## src/rtl/int_ctrl.sv

```systemverilog
// Interrupt controller: per-source edge capture into pending, enable masking,
// fixed priority (index 0 highest) and a request/ack/mret handshake toward the core.
// Optional `INTC_SYNC_EN adds a 2-flop synchronizer on every irq line.

module int_src (
    input  logic clk,
    input  logic rst,
    input  logic irq_in,
    input  logic clr,
    output logic pend
);
    logic irq_s;
    logic irq_q;

`ifdef INTC_SYNC_EN
    logic [1:0] sync_q;

    always_ff @(posedge clk or posedge rst) begin
        if (rst) sync_q <= '0;
        else     sync_q <= {sync_q[0], irq_in};
    end

    assign irq_s = sync_q[1];
`else
    assign irq_s = irq_in;
`endif

    // A fresh edge beats a clear landing in the same cycle.
    always_ff @(posedge clk or posedge rst) begin
        if (rst) begin
            irq_q <= 1'b0;
            pend  <= 1'b0;
        end else begin
            irq_q <= irq_s;
            if (irq_s & ~irq_q) pend <= 1'b1;
            else if (clr)       pend <= 1'b0;
        end
    end
endmodule

module int_ctrl #(
    parameter int N = 8
) (
    input  logic         clk,
    input  logic         rst,
    input  logic [N-1:0] irq,
    input  logic         int_ack,
    input  logic         mret,
    output logic         INT,
    input  logic         cs,
    input  logic         we,
    input  logic [3:0]   addr,
    input  logic [31:0]  wdata,
    output logic [31:0]  rdata
);
    typedef enum logic [1:0] {S_IDLE, S_ASSERT, S_SERVICE} state_t;

    state_t       state, state_d;
    logic [N-1:0] pending, enable, req, clr, cause_dec;
    logic [4:0]   cause_id, cause_d, sel_id;
    logic         in_service, insvc_d, int_d, ack_clr, req_hit;
    logic         wr_pend, wr_en;
    logic         unused_bits;

    assign unused_bits = ^{addr[1:0], wdata};

    assign wr_pend = cs & we & (addr[3:2] == 2'd0);
    assign wr_en   = cs & we & (addr[3:2] == 2'd1);
    assign req     = pending & enable;

    int_src u_src [N-1:0] (
        .clk    (clk),
        .rst    (rst),
        .irq_in (irq),
        .clr    (clr),
        .pend   (pending)
    );

    always_comb begin
        sel_id = 5'd0;
        for (int i = N - 1; i >= 0; i--)
            if (req[i]) sel_id = 5'(i);
    end

    always_comb begin
        cause_dec = '0;
        for (int i = 0; i < N; i++)
            cause_dec[i] = (cause_id == 5'(i));
    end

    assign req_hit = |(req & cause_dec);
    assign clr     = ({N{wr_pend}} & wdata[N-1:0]) | ({N{ack_clr}} & cause_dec);

    always_ff @(posedge clk or posedge rst) begin
        if (rst) enable <= '0;
        else if (wr_en) enable <= wdata[N-1:0];
    end

    always_ff @(posedge clk or posedge rst) begin
        if (rst) begin
            state      <= S_IDLE;
            cause_id   <= 5'd0;
            in_service <= 1'b0;
            INT        <= 1'b0;
        end else begin
            state      <= state_d;
            cause_id   <= cause_d;
            in_service <= insvc_d;
            INT        <= int_d;
        end
    end

    always_comb begin
        state_d = state;
        cause_d = cause_id;
        insvc_d = in_service;
        int_d   = INT;
        ack_clr = 1'b0;
        case (state)
            S_IDLE: begin
                if (|req) begin
                    state_d = S_ASSERT;
                    cause_d = sel_id;
                    int_d   = 1'b1;
                end
            end
            S_ASSERT: begin
                if (int_ack) begin
                    ack_clr = 1'b1;
                    int_d   = 1'b0;
                    insvc_d = 1'b1;
                    state_d = S_SERVICE;
                end else if (!req_hit) begin
                    // Request withdrawn by a clear or disable before the core took it.
                    int_d   = 1'b0;
                    state_d = S_IDLE;
                end
            end
            S_SERVICE: begin
                if (mret) begin
                    insvc_d = 1'b0;
                    state_d = S_IDLE;
                end
            end
            default: begin
                state_d = S_IDLE;
                int_d   = 1'b0;
            end
        endcase
    end

    always_comb begin
        rdata = 32'd0;
        if (cs) begin
            case (addr[3:2])
                2'd0:    rdata = 32'(pending);
                2'd1:    rdata = 32'(enable);
                2'd2:    rdata = {in_service, 26'd0, cause_id};
                default: rdata = 32'd0;
            endcase
        end
    end
endmodule

```

## config.mk

```make
export PLATFORM = sky130hd
export DESIGN_NAME = int_ctrl
export DESIGN_NICKNAME = d
export VERILOG_FILES = /design/src/rtl/int_ctrl.sv
export SDC_FILE = /design/constraint.sdc
export NUM_CORES = 1
export LEC_CHECK = 0
export CAP_MARGIN = 20
export CORE_ASPECT_RATIO = 1.2
export CORE_MARGIN = 2
export CORE_UTILIZATION = 41
export DETAILED_ROUTE_END_ITERATION = 10
export PLACE_DENSITY = 0.8
export SLEW_MARGIN = 40
export SYNTH_ARGS = -nofsm -noshare
export SYNTH_HDL_FRONTEND = slang
export SYNTH_SLANG_ARGS = --single-unit
export TNS_END_PERCENT = 100
```

## constraint.sdc

```tcl
create_clock -name clk -period 1.65 [get_ports clk]
set_clock_uncertainty 0.2 [all_clocks]
set_input_delay 0.33 -clock clk [delete_from_list [all_inputs] [get_ports clk]]
set_output_delay 0.33 -clock clk [all_outputs]
set_load 0.01 [all_outputs]
```

After elaboration in Yosys (flattened, before gate mapping). Index checks and enable logic that the tools add are counted.

Eq/ne operators: 15. Multiplexer cells: 40. Bitwise logic cells: 25. Reductions and logical operators: 18.

Operators with widths (count): one-hot mux 32 bit (3 select lines) (1); two-way mux 5 bit (7); AND 8 bit (4); two-way mux 32 bit (1); two-way mux 1 bit (23); equality test 5 x 3 -> 1 bit (second input constant) (4); nonzero test 2 bit (9); OR reduction 8 bit (2); AND 1 bit (11); equality test 5 x 2 -> 1 bit (second input constant) (2); inverter 1 bit (9); AND reduction 3 bit (3); two-way mux 2 bit (4); OR 8 bit (1); != test 2 bit (second input constant) (3); one-hot mux 2 bit (3 select lines) (1); equality test 5 x 1 -> 1 bit (second input constant) (1); zero test 5 bit (1); equality test 2 x 1 -> 1 bit (second input constant) (2); equality test 2 bit (second input constant) (2); zero test 2 bit (2); two-way mux 3 bit (1); != test 3 bit (second input constant) (1); one-hot mux 1 bit (3 select lines) (1); other kinds (2) (2).

Register bits: 33. Bits of input ports: 50. Output and inout bits: 33. Word-level logic and storage cells: 119.

Depth between registers and ports, before layout. Gate-level depths: netlist of the first run.

Depth in word-level cells: 9. Gate-level depth with buffers: 5. Gate-level depth less buffers: 4.

Hierarchy. A second synthesis of the first run with hierarchy kept.

Cell total of the unflattened synthesis: 190. Area, all modules: 1883.1 sq um.

Modules (own cells, without submodules): int_ctrl (instances 1, cells each 142, area each 1292.5 sq um, seq. area each 375.4 sq um); int_src (instances 8, cells each 6, area each 73.8 sq um, seq. area each 50.0 sq um).

Least setup slack after synthesis of the first run. No wires, ideal clock.

Path type: input -> register. Start point: in addr[3]. End point: reg u_src[0].pend. Setup time: 0.121 ns. Data arrival time: 1.157 ns. Data required time: 1.329 ns. Slack: 0.172 ns. Cell stages on the path: 4. Path buffers: 0. Cells stage by stage: nand2b_2 nor3b_4 a22oi_1 a22o_1.

Longest elaborated chain between the ends: 5.

Ends and longest elaborated chain: start, declared (line 52) `input logic [3:0] addr,`; zero test 2 bit (line 67) `assign wr_pend = cs & we & (addr[3:2] == 2'd0);`; AND 1 bit (line 67); AND 8 bit (line 92) `assign clr = ({N{wr_pend}} & wdata[N-1:0]) | ({N{ack_clr}} & cause_dec);`; OR 8 bit (line 92); nonzero test 2 bit (no line); end signal, assigned (line 32) `pend <= 1'b0;`; end signal, assigned (line 35) `if (irq_s & ~irq_q) pend <= 1'b1;`; end signal, assigned (line 36) `else if (clr) pend <= 1'b0;`; end, declared (line 10) `output logic pend`.

No other way between the ends. A chain may end at the register's enable or synchronous reset.

Worst setup path after layout of the first run.
Start point: reg u_src[0].pend. End point: out rdata[0].

Longest elaborated chain between the ends: 2.

Ends and longest elaborated chain: one-hot mux 32 bit (3 select lines) (line 155) `case (addr[3:2])`; two-way mux 32 bit (line 154) `if (cs) begin`; end, declared (line 54) `output logic [31:0] rdata`.

No other way between the ends.

==> results of run 1 <==
[worst paths after layout]
path                                           start                        end  slack, ns  cells past startpoint
max                        u_src[0].pend$_DFFE_PP0P_                   rdata[0]      -0.05                      4
min                                              rst   u_src[3].irq_q$_DFF_PP0_       0.18                      3
max in group asynchronous                        rst      enable[0]$_DFFE_PP0P_       0.90                      3
max reg2reg                u_src[3].pend$_DFFE_PP0P_       state[0]$_DFFE_PP0P_       0.01                      5
min reg2reg                u_src[7].pend$_DFFE_PP0P_  u_src[7].pend$_DFFE_PP0P_       0.33                      1
min in group clk                              irq[3]   u_src[3].irq_q$_DFF_PP0_       0.32                      1
[report_power, final]
group          leakage, nW  internal, mW  switching [mW]
clock               0.0515         0.380           0.265
combinational        0.820         0.825           0.716
sequential           0.349         0.953           0.146
total                 1.22          2.16            1.13
[per-stage QoR]
step	TNS [ns]	hold slack (ns)	worst slack (ns)
finish	-0.101	0.181	-0.0502
global route	-0.375	0.220	-0.0821
CTS	-0.138	0.190	-0.0631
detailed placement	-14.45	0.317	-0.825
global placement	-14.13	0.307	-0.790
floorplan	0	0.161	0.172
[registers in the layout (all words and copies together) (netlist names)]
signal	cells
enable	8
u_src.irq_q	8
u_src.pend	8
cause_id	3
state	2
INT	1
in_service	1
[routing by layer]
layer / share of wire (%) / routed length, um
met3: 5.8 / 240
met5: 0 / 0
met4: 2.2 / 92
met1: 41 / 1720
met2: 51 / 2100
[critical path, stage by stage, from the launching register on]
cell     delay (ns)
dfrtp_1        0.41
mux2i_1        0.16
o21ai_1        0.07
and2_1         0.12
buf_2          0.13
[logic make-up (layout without fill, tap and decap cells)]
kind of cell           Yosys count  after routing  synth area share [%]
AND/OR/NAND/NOR                 45             45                  14.7
flip-flops                      31             31                  44.1
other                            1             23                 0.213
buffers and inverters           38             94                  13.4
AO/OA/AOI/OAI                   39             39                  16.6
multiplexers                    17             17                  11.0
[layout by cell type, fill, tap and decap left out, drive strengths merged, types with 7 or more instances in the layout]
cell type,Yosys,routed
a21oi,7,7
a22o,8,8
a22oi,10,10
buf,26,47
clkbuf,0,12
clkdlybuf4s50,0,20
conb,1,23
dfrtp,31,31
inv,12,12
mux2,8,8
mux2i,8,8
nand2,13,13
nor2,10,10
o21ai,7,7
[timing repair]
item | CTS | global route
gates resized for setup | 47 | 14
hold endpoints to repair | 0 | 0
buffers inserted | 4 | 2
setup endpoints to repair | 28 | 12
pin swaps | 6 | 8
[layout make-up]
cell class / instances / area, sq um / area share, %
repair buffers: 74 / 633 / 25.4
flip-flops and latches: 31 / 776 / 31.1
well taps: 56 / 70.1 / 2.81
multi-input cells: 124 / 873 / 35.0
inverters: 12 / 45.0 / 1.80
clock buffers: 8 / 100 / 4.01
==> results.toml, run 1 <==
[drt]
remaining_drc_errors = 0
firstDrtPassIters = 4
drt_iter0_markers = 95
wire_per_inst_um = 13.6
postRouteAntennaNets = 0
route.vias.total = 1535
routed_wirelength_mm = 4.16
viasPerCell = 5.03

[cts]
cts_hold_repair.buffers = 0
clock_sink_count = 31
h-tree-depth = 2
clkSlewWorstSetupHoldPaths_ns = 0.06
number_of_buffers_created_by_cts = 5
buffer_depth_of_the_longest_clock_path = 2
clockRootBuffer = "clkbuf_8"
clock_tree_from_tritoncts = "done"
clk_latency_ns = 0.28

[global_route]
groute.layer.met1.usage_pct = 23.0
track_usage_pct = 18.7
grt_pass1_wl_mm = 6.93
grt_antenna_before_repair = 0
grt_util_met3_pct = 4.28
gr-total-overflow = 0
global_route.usage.met2_pct = 32.9
globalRoute.busiestLayer = "met2"
first_global_vias = 1480
grt_max_degree = 32

[timing]
fin_ws_ns = -0.0502
finalHoldViolCount = 0
min_period_ns = 1.70
maxSlewViolCount = 0
timing.final.crit_share_pct = 103
fmax_mhz = 588
finalSetupViolCount = 3
rsz_0062_raised_after_global_routing = "true"

[yosys]
post_synth_edffs = 0
postSynthRegisterBits = 31
synthesis.yosys.warnings = 0
ys_dominant_reg_cell = "dfrtp_1"
avgSynthCellArea_sq_um = 10.3
yosys.cell_count.top_type = "dfrtp_1"
synth_top_area_share_pct = 44.1
synthesis.area_sq_um = 1760
post_synth_most_frequent_cells = "dfrtp_1, buf_4, nand2_1"
ys_seq_area_share_pct = 44.1
synth.area.top_cells = "dfrtp_1, buf_4, mux2_1, mux2i_1, a22oi_1"
postSynth.asyncResetShare_pct = 100
synth.lib_cells_used.distinct = 38
synth_cells = 171
synth_largest_area_cell = "dfrtp_1"

[run]
cap_violations = 0

[power_and_ir_drop]
power.leakage_nw = 1.22
pwr_density_cell_nw_per_um2 = 1320
total_power_mw = 3.28
max-vdd-ir-drop_mv = 0.662

[outcome]
status = "finished, violations left"
violations = "setup timing"

[layout]
num-nets-final = 298
n_antenna_cell = 0
utilization_pct = 59.5
final_layout_size_suffix_gt1_share_pct = 29.7
fillCellCount = 367
area_growth_syn_to_layout_pct = 42.1
finalInstanceArea_sq_um = 2500
finish.cell_count_without_fillers = 305

[place]
dp_hpwl_mm = 3.05
io_buffer_count = 33
number_of_placed_instances_with_taps_included = 291
gp_routability_congestion = 0.880
placed_instance_area_sq_um = 2340

[die]
die_area_sq_um = 4830
floorplan.die.height_um = 75.7
fp.coreArea_sq_um = 4200
initial_core_util_pct = 41.9
floorplan.die.width_um = 63.8
num_rows = 26
io-pin-count = 83

[critical_path]
timing_worst_setup_path_type = "reg -> out"
worstSetupEndpointType = "output pin"
crit_path_start_kind = "flip-flop"
crit_arrival_ns = 1.17
critPathMaxFanout = 2
required_ns = 1.12

[hold_path]
worstHoldPathType = "in -> async"
Power figures use the tool's default switching activity.
==> run 2: changes to the inputs <==
Settings changed: MAX_ROUTING_LAYER set to met4.
==> results.toml, run 2 (synthesis results as in run 1) <==
[outcome]
status = "finished, violations left"
violations = "setup timing"

[die]
die_area_sq_um = 4830
fp.coreArea_sq_um = 4200
num_rows = 26
initial_core_util_pct = 41.9
floorplan.die.height_um = 75.7
floorplan.die.width_um = 63.8
io-pin-count = 83

[cts]
buffer_depth_of_the_longest_clock_path = 2
clk_latency_ns = 0.28
clock_tree_from_tritoncts = "done"
h-tree-depth = 2
clkSlewWorstSetupHoldPaths_ns = 0.06
clockRootBuffer = "clkbuf_8"
clock_sink_count = 31
number_of_buffers_created_by_cts = 5

[power_and_ir_drop]
pwr_density_cell_nw_per_um2 = 1310
total_power_mw = 3.28
power.leakage_nw = 1.22
max-vdd-ir-drop_mv = 0.661

[critical_path]
worstSetupEndpointType = "output pin"
timing_worst_setup_path_type = "reg -> out"
timing.reg2reg.worst_path_depth = 5
critPathMaxFanout = 2
worst_setup_path_startpoint = "u_src[0].pend$_DFFE_PP0P_"
critical_path.cell_chain = "mux2i_1 > o21ai_1 > and2_1 > buf_2"
max_stage_delay_ns = 0.41
crit-reg2reg-launch = "u_src[3].pend$_DFFE_PP0P_"
crit_arrival_ns = 1.17
crit_path_top_delay_cell = "dfrtp_1"
required_ns = 1.12
crit_path_start_kind = "flip-flop"

[timing]
finalHoldViolCount = 0
fmax_mhz = 588
timing.final.crit_share_pct = 103
finalSetupViolCount = 3
min_period_ns = 1.70
maxSlewViolCount = 0
rsz_0062_raised_after_global_routing = "true"
fin_ws_ns = -0.0505

[global_route]
grt_antenna_before_repair = 0
gr-total-overflow = 0
grt_pass1_wl_mm = 6.93
first_global_vias = 1479
track_usage_pct = 19.3
grt_max_degree = 32

[place]
dp_hpwl_mm = 3.05
placed_instance_area_sq_um = 2340
gp_routability_congestion = 0.894
number_of_placed_instances_with_taps_included = 291
io_buffer_count = 33

[drt]
routed_wirelength_mm = 4.13
firstDrtPassIters = 5
drt_iter0_markers = 85
wire_per_inst_um = 13.5
route.vias.total = 1526
postRouteAntennaNets = 0
viasPerCell = 5.00
remaining_drc_errors = 0

[layout]
reg.largest.list = "enable (8), u_src.irq_q (8), u_src.pend (8)"
area_growth_syn_to_layout_pct = 42.1
num-nets-final = 298
fillCellCount = 367
n_antenna_cell = 0
leading_cell_type_in_the_layout_fill_and_taps_excluded = "buf_4"
layout.cells.most_common_list = "buf_4, dfrtp_1, conb_1, clkdlybuf4s50_1, nand2_1"
final_layout_size_suffix_gt1_share_pct = 29.7
finalInstanceArea_sq_um = 2500
finish.cell_count_without_fillers = 305
utilization_pct = 59.5

[run]
cap_violations = 0

[hold_path]
worstHoldPathType = "in -> async"
==> run 2: power breakdown <==
part           internal (mW)  switching [mW]
clock                  0.380           0.265
sequential             0.953           0.146
combinational          0.825           0.712
==> run 2: worst max-delay path: cells and delay by family, from the launching register on <==
family,cells,cell delay [ns]
AND/OR/NAND/NOR,1,0.12
flip-flops,1,0.41
buffers and inverters,1,0.13
multiplexers,1,0.16
AO/OA/AOI/OAI,1,0.07
==> run 2: layer usage <==
layer,vias up,GRT usage [%],part of all wire (%)
met3,10,4.28,5.0
met1,741,23.0,42
met2,55,32.9,50
met5,-,-,0
li1,720,-,-
met4,0,6.52,2.5
==> run 2: final timing paths <==
| path | endpoint | slack, ns |
|---|---|---|
| min in group clk | u_src[3].irq_q$_DFF_PP0_ | 0.32 |
| max in group asynchronous | cause_id[1]$_DFFE_PP0P_ | 0.90 |
| min reg2reg | u_src[7].pend$_DFFE_PP0P_ | 0.33 |
| max | rdata[0] | -0.05 |
| max reg2reg | state[0]$_DFFE_PP0P_ | 0 |
| min | u_src[3].irq_q$_DFF_PP0_ | 0.18 |
==> run 2: per-stage QoR <==
step           worst slack (ns)  TNS, ns  hold slack [ns]
2_1_floorplan             0.172        0            0.161
3_3_place_gp             -0.790   -14.13            0.307
3_5_place_dp             -0.825   -14.45            0.317
4_1_cts                 -0.0631   -0.138            0.190
5_1_grt                 -0.0821   -0.375            0.220
6_report                -0.0505   -0.108            0.181
==> run 2: timing repair <==
item	CTS	global route
hold endpoints to repair	0	0
gates resized for setup	47	14
endpoints found under the setup margin	28	12
buffers inserted	4	2
pin swaps	6	8
hold buffers	0	0
==> run 2: layout make-up <==
type	count	area (sq um)	share of cell area [%]
Multi-Input combinational cell	124	873	35.0
Clock buffer	8	100	4.01
Inverter	12	45.0	1.80
Timing Repair Buffer	74	633	25.4
Sequential cell	31	776	31.1
Tap cell	56	70.1	2.81
==> run 3: changes to the inputs <==
Settings changed: CORE_UTILIZATION 41 to 42, SYNTH_HIERARCHICAL set to 1.
==> results.toml, run 3 <==
[timing]
timing.final.crit_share_pct = 105
finalSetupViolCount = 6
setup-tns-final_ns = -0.357
fin_ws_ns = -0.0848
rsz_0062_raised_after_global_routing = "true"
maxSlewViolCount = 0
min_period_ns = 1.73
fmax_mhz = 576
timing.hold.ws_ns = 0.0817
finalHoldViolCount = 0

[layout]
reg.largest.list = "enable (8), u_src/irq_q (8), u_src/pend (8)"
utilization_pct = 63.5
area_growth_syn_to_layout_pct = 44.9
final_layout_size_suffix_gt1_share_pct = 41.7
leading_cell_type_in_the_layout_fill_and_taps_excluded = "buf_4"
num-nets-final = 325
layout.cells.most_common_list = "buf_4, inv_1, dfrtp_1, conb_1, clkdlybuf4s50_1"
n_antenna_cell = 0

[global_route]
gr-total-overflow = 0
first_global_vias = 1781
grt_max_degree = 16
track_usage_pct = 21.8
grt_pass1_wl_mm = 8.27
grt_antenna_before_repair = 0

[die]
num_rows = 26
fp.coreArea_sq_um = 4290
floorplan.die.width_um = 65.1
floorplan.die.height_um = 77.4
io-pin-count = 83
die_area_sq_um = 5040
initial_core_util_pct = 43.9

[drt]
routed_wirelength_mm = 5.25
route.vias.total = 1729
viasPerCell = 5.21
postRouteAntennaNets = 0
remaining_drc_errors = 0
firstDrtPassIters = 6
drt_iter0_markers = 93
wire_per_inst_um = 15.8

[run]
cap_violations = 0

[yosys]
synth_cells = 190
ys_dominant_reg_cell = "dfrtp_1"
synth_top_area_share_pct = 41.2
postSynthRegisterBits = 31
synthesis.area_sq_um = 1880
post_synth_edffs = 0
synth.area.top_cells = "dfrtp_1, buf_4, inv_1, o22ai_2, mux2_2"
postSynth.asyncResetShare_pct = 100
post_synth_most_frequent_cells = "dfrtp_1, inv_1, buf_4"
synthesis.yosys.warnings = 6
synth_largest_area_cell = "dfrtp_1"
synth.lib_cells_used.distinct = 39
ys_seq_area_share_pct = 41.2
avgSynthCellArea_sq_um = 9.91

[critical_path]
required_ns = 1.12
worstSetupEndpointType = "output pin"
crit_arrival_ns = 1.20
crit_path_start_kind = "flip-flop"
critPathMaxFanout = 2
timing_worst_setup_path_type = "reg -> out"

[cts]
buffer_depth_of_the_longest_clock_path = 2
clk_latency_ns = 0.28
clock_sink_count = 31
clockRootBuffer = "clkbuf_8"
clock_tree_from_tritoncts = "done"
cts_hold_repair.buffers = 0
number_of_buffers_created_by_cts = 5
clkSlewWorstSetupHoldPaths_ns = 0.06
h-tree-depth = 2

[outcome]
status = "finished, violations left"
violations = "setup timing"

[power_and_ir_drop]
max-vdd-ir-drop_mv = 0.525
pwr_density_cell_nw_per_um2 = 1300
power.leakage_nw = 1.40

[hold_path]
worstHoldPathType = "in -> async"

[place]
io_buffer_count = 33
gp_routability_congestion = 0.899
dp_hpwl_mm = 3.50
[run 3: cell types whose count changed after synthesis, moves of 3 or more]
cell / previous run / this run
a22o_1: 8 / 3
a22oi_1: 10 / 1
a32o_1: 1 / 5
inv_1: 11 / 31
mux2_1: 8 / 0
mux2_2: 0 / 8
nand2_1: 12 / 17
nor2_1: 10 / 6
nor2b_1: 4 / 1
o21ai_0: 5 / 10
o22ai_2: 0 / 8
[run 3: layout make-up]
| cell class | count | area [sq um] |
|---|---|---|
| Tap cell | 56 | 70.1 |
| Timing Repair Buffer | 82 | 689 |
| Inverter | 31 | 116 |
| Clock inverter | 1 | 5.00 |
| Clock buffer | 7 | 76.3 |
| Fill cell | 359 | 1570 |
| Sequential cell | 31 | 777 |
| Multi-Input combinational cell | 124 | 995 |
[run 3: worst max-delay path: stages (launching register included)]
cell and delay, ns:
dfrtp_1 0.39, mux2i_1 0.18, o21ai_1 0.09, and2_1 0.13, buf_2 0.13
[run 3: layer usage]
metal | part of all wire, % | wire, um | up-vias | track usage [%]
met5 | 0 | 0 | - | -
met4 | 1.7 | 87 | 0 | 8.33
met3 | 7.4 | 388 | 9 | 6.67
met2 | 52 | 2740 | 84 | 36.1
met1 | 39 | 2030 | 849 | 24.8
li1 | - | - | 787 | -
[run 3: where the power goes]
group	total (mW)	internal, mW	leakage [nW]	switching, mW
Clock	0.562	0.295	0.0422	0.266
Sequential	1.14	0.952	0.348	0.189
Combinational	1.85	0.932	1.01	0.915
Total	3.55	2.18	1.40	1.37
[run 3: worst paths after layout]
path                                           start                        end  slack [ns]  depth (start not counted)
hold reg to reg             u_src[1]/irq_q$_DFF_PP0_  u_src[1]/pend$_DFFE_PP0P_        0.24                          1
hold / removal                                   rst   u_src[0]/irq_q$_DFF_PP0_        0.08                          2
setup reg to reg           u_src[7]/pend$_DFFE_PP0P_    cause_id[0]$_DFFE_PP0P_       -0.05                          5
setup / recovery               enable[0]$_DFFE_PP0P_                   rdata[0]       -0.08                          4
max in group asynchronous                        rst       state[0]$_DFFE_PP0P_        0.87                          3
min in group clk                             int_ack       state[0]$_DFFE_PP0P_        0.20                          3
[run 3: repair_timing]
item	4_1_cts	5_1_grt
resized for setup	66	25
pin swaps	14	13
buffers inserted	7	4
endpoints found under the hold margin	0	0
setup endpoints to repair	29	19
[run 3: cell families (layout without fill, tap and decap cells)]
kind of cell | after synthesis | count (layout) | share of synthesized area, %
buffers and inverters | 57 | 121 | 16.8
and+or+nand+nor | 40 | 40 | 10.8
other | 1 | 23 | 0.199
muxes | 16 | 16 | 9.04
DFF | 31 | 31 | 41.2
AOI/OAI and AO/OA | 45 | 45 | 21.9
[run 3: through the flow]
step / power, mW / cell area, sq um / instances / setup slack (ns)
6_report: 3.55 / 2730 / 332 / -0.0848
5_1_grt: 3.74 / 2730 / 332 / -0.139
4_1_cts: 3.40 / 2650 / 329 / -0.0796
3_5_place_dp: 2.66 / 2470 / 314 / -0.913
3_3_place_gp: 2.61 / 2470 / 314 / -0.915
2_1_floorplan: 2.01 / 1970 / 212 / 0.0690
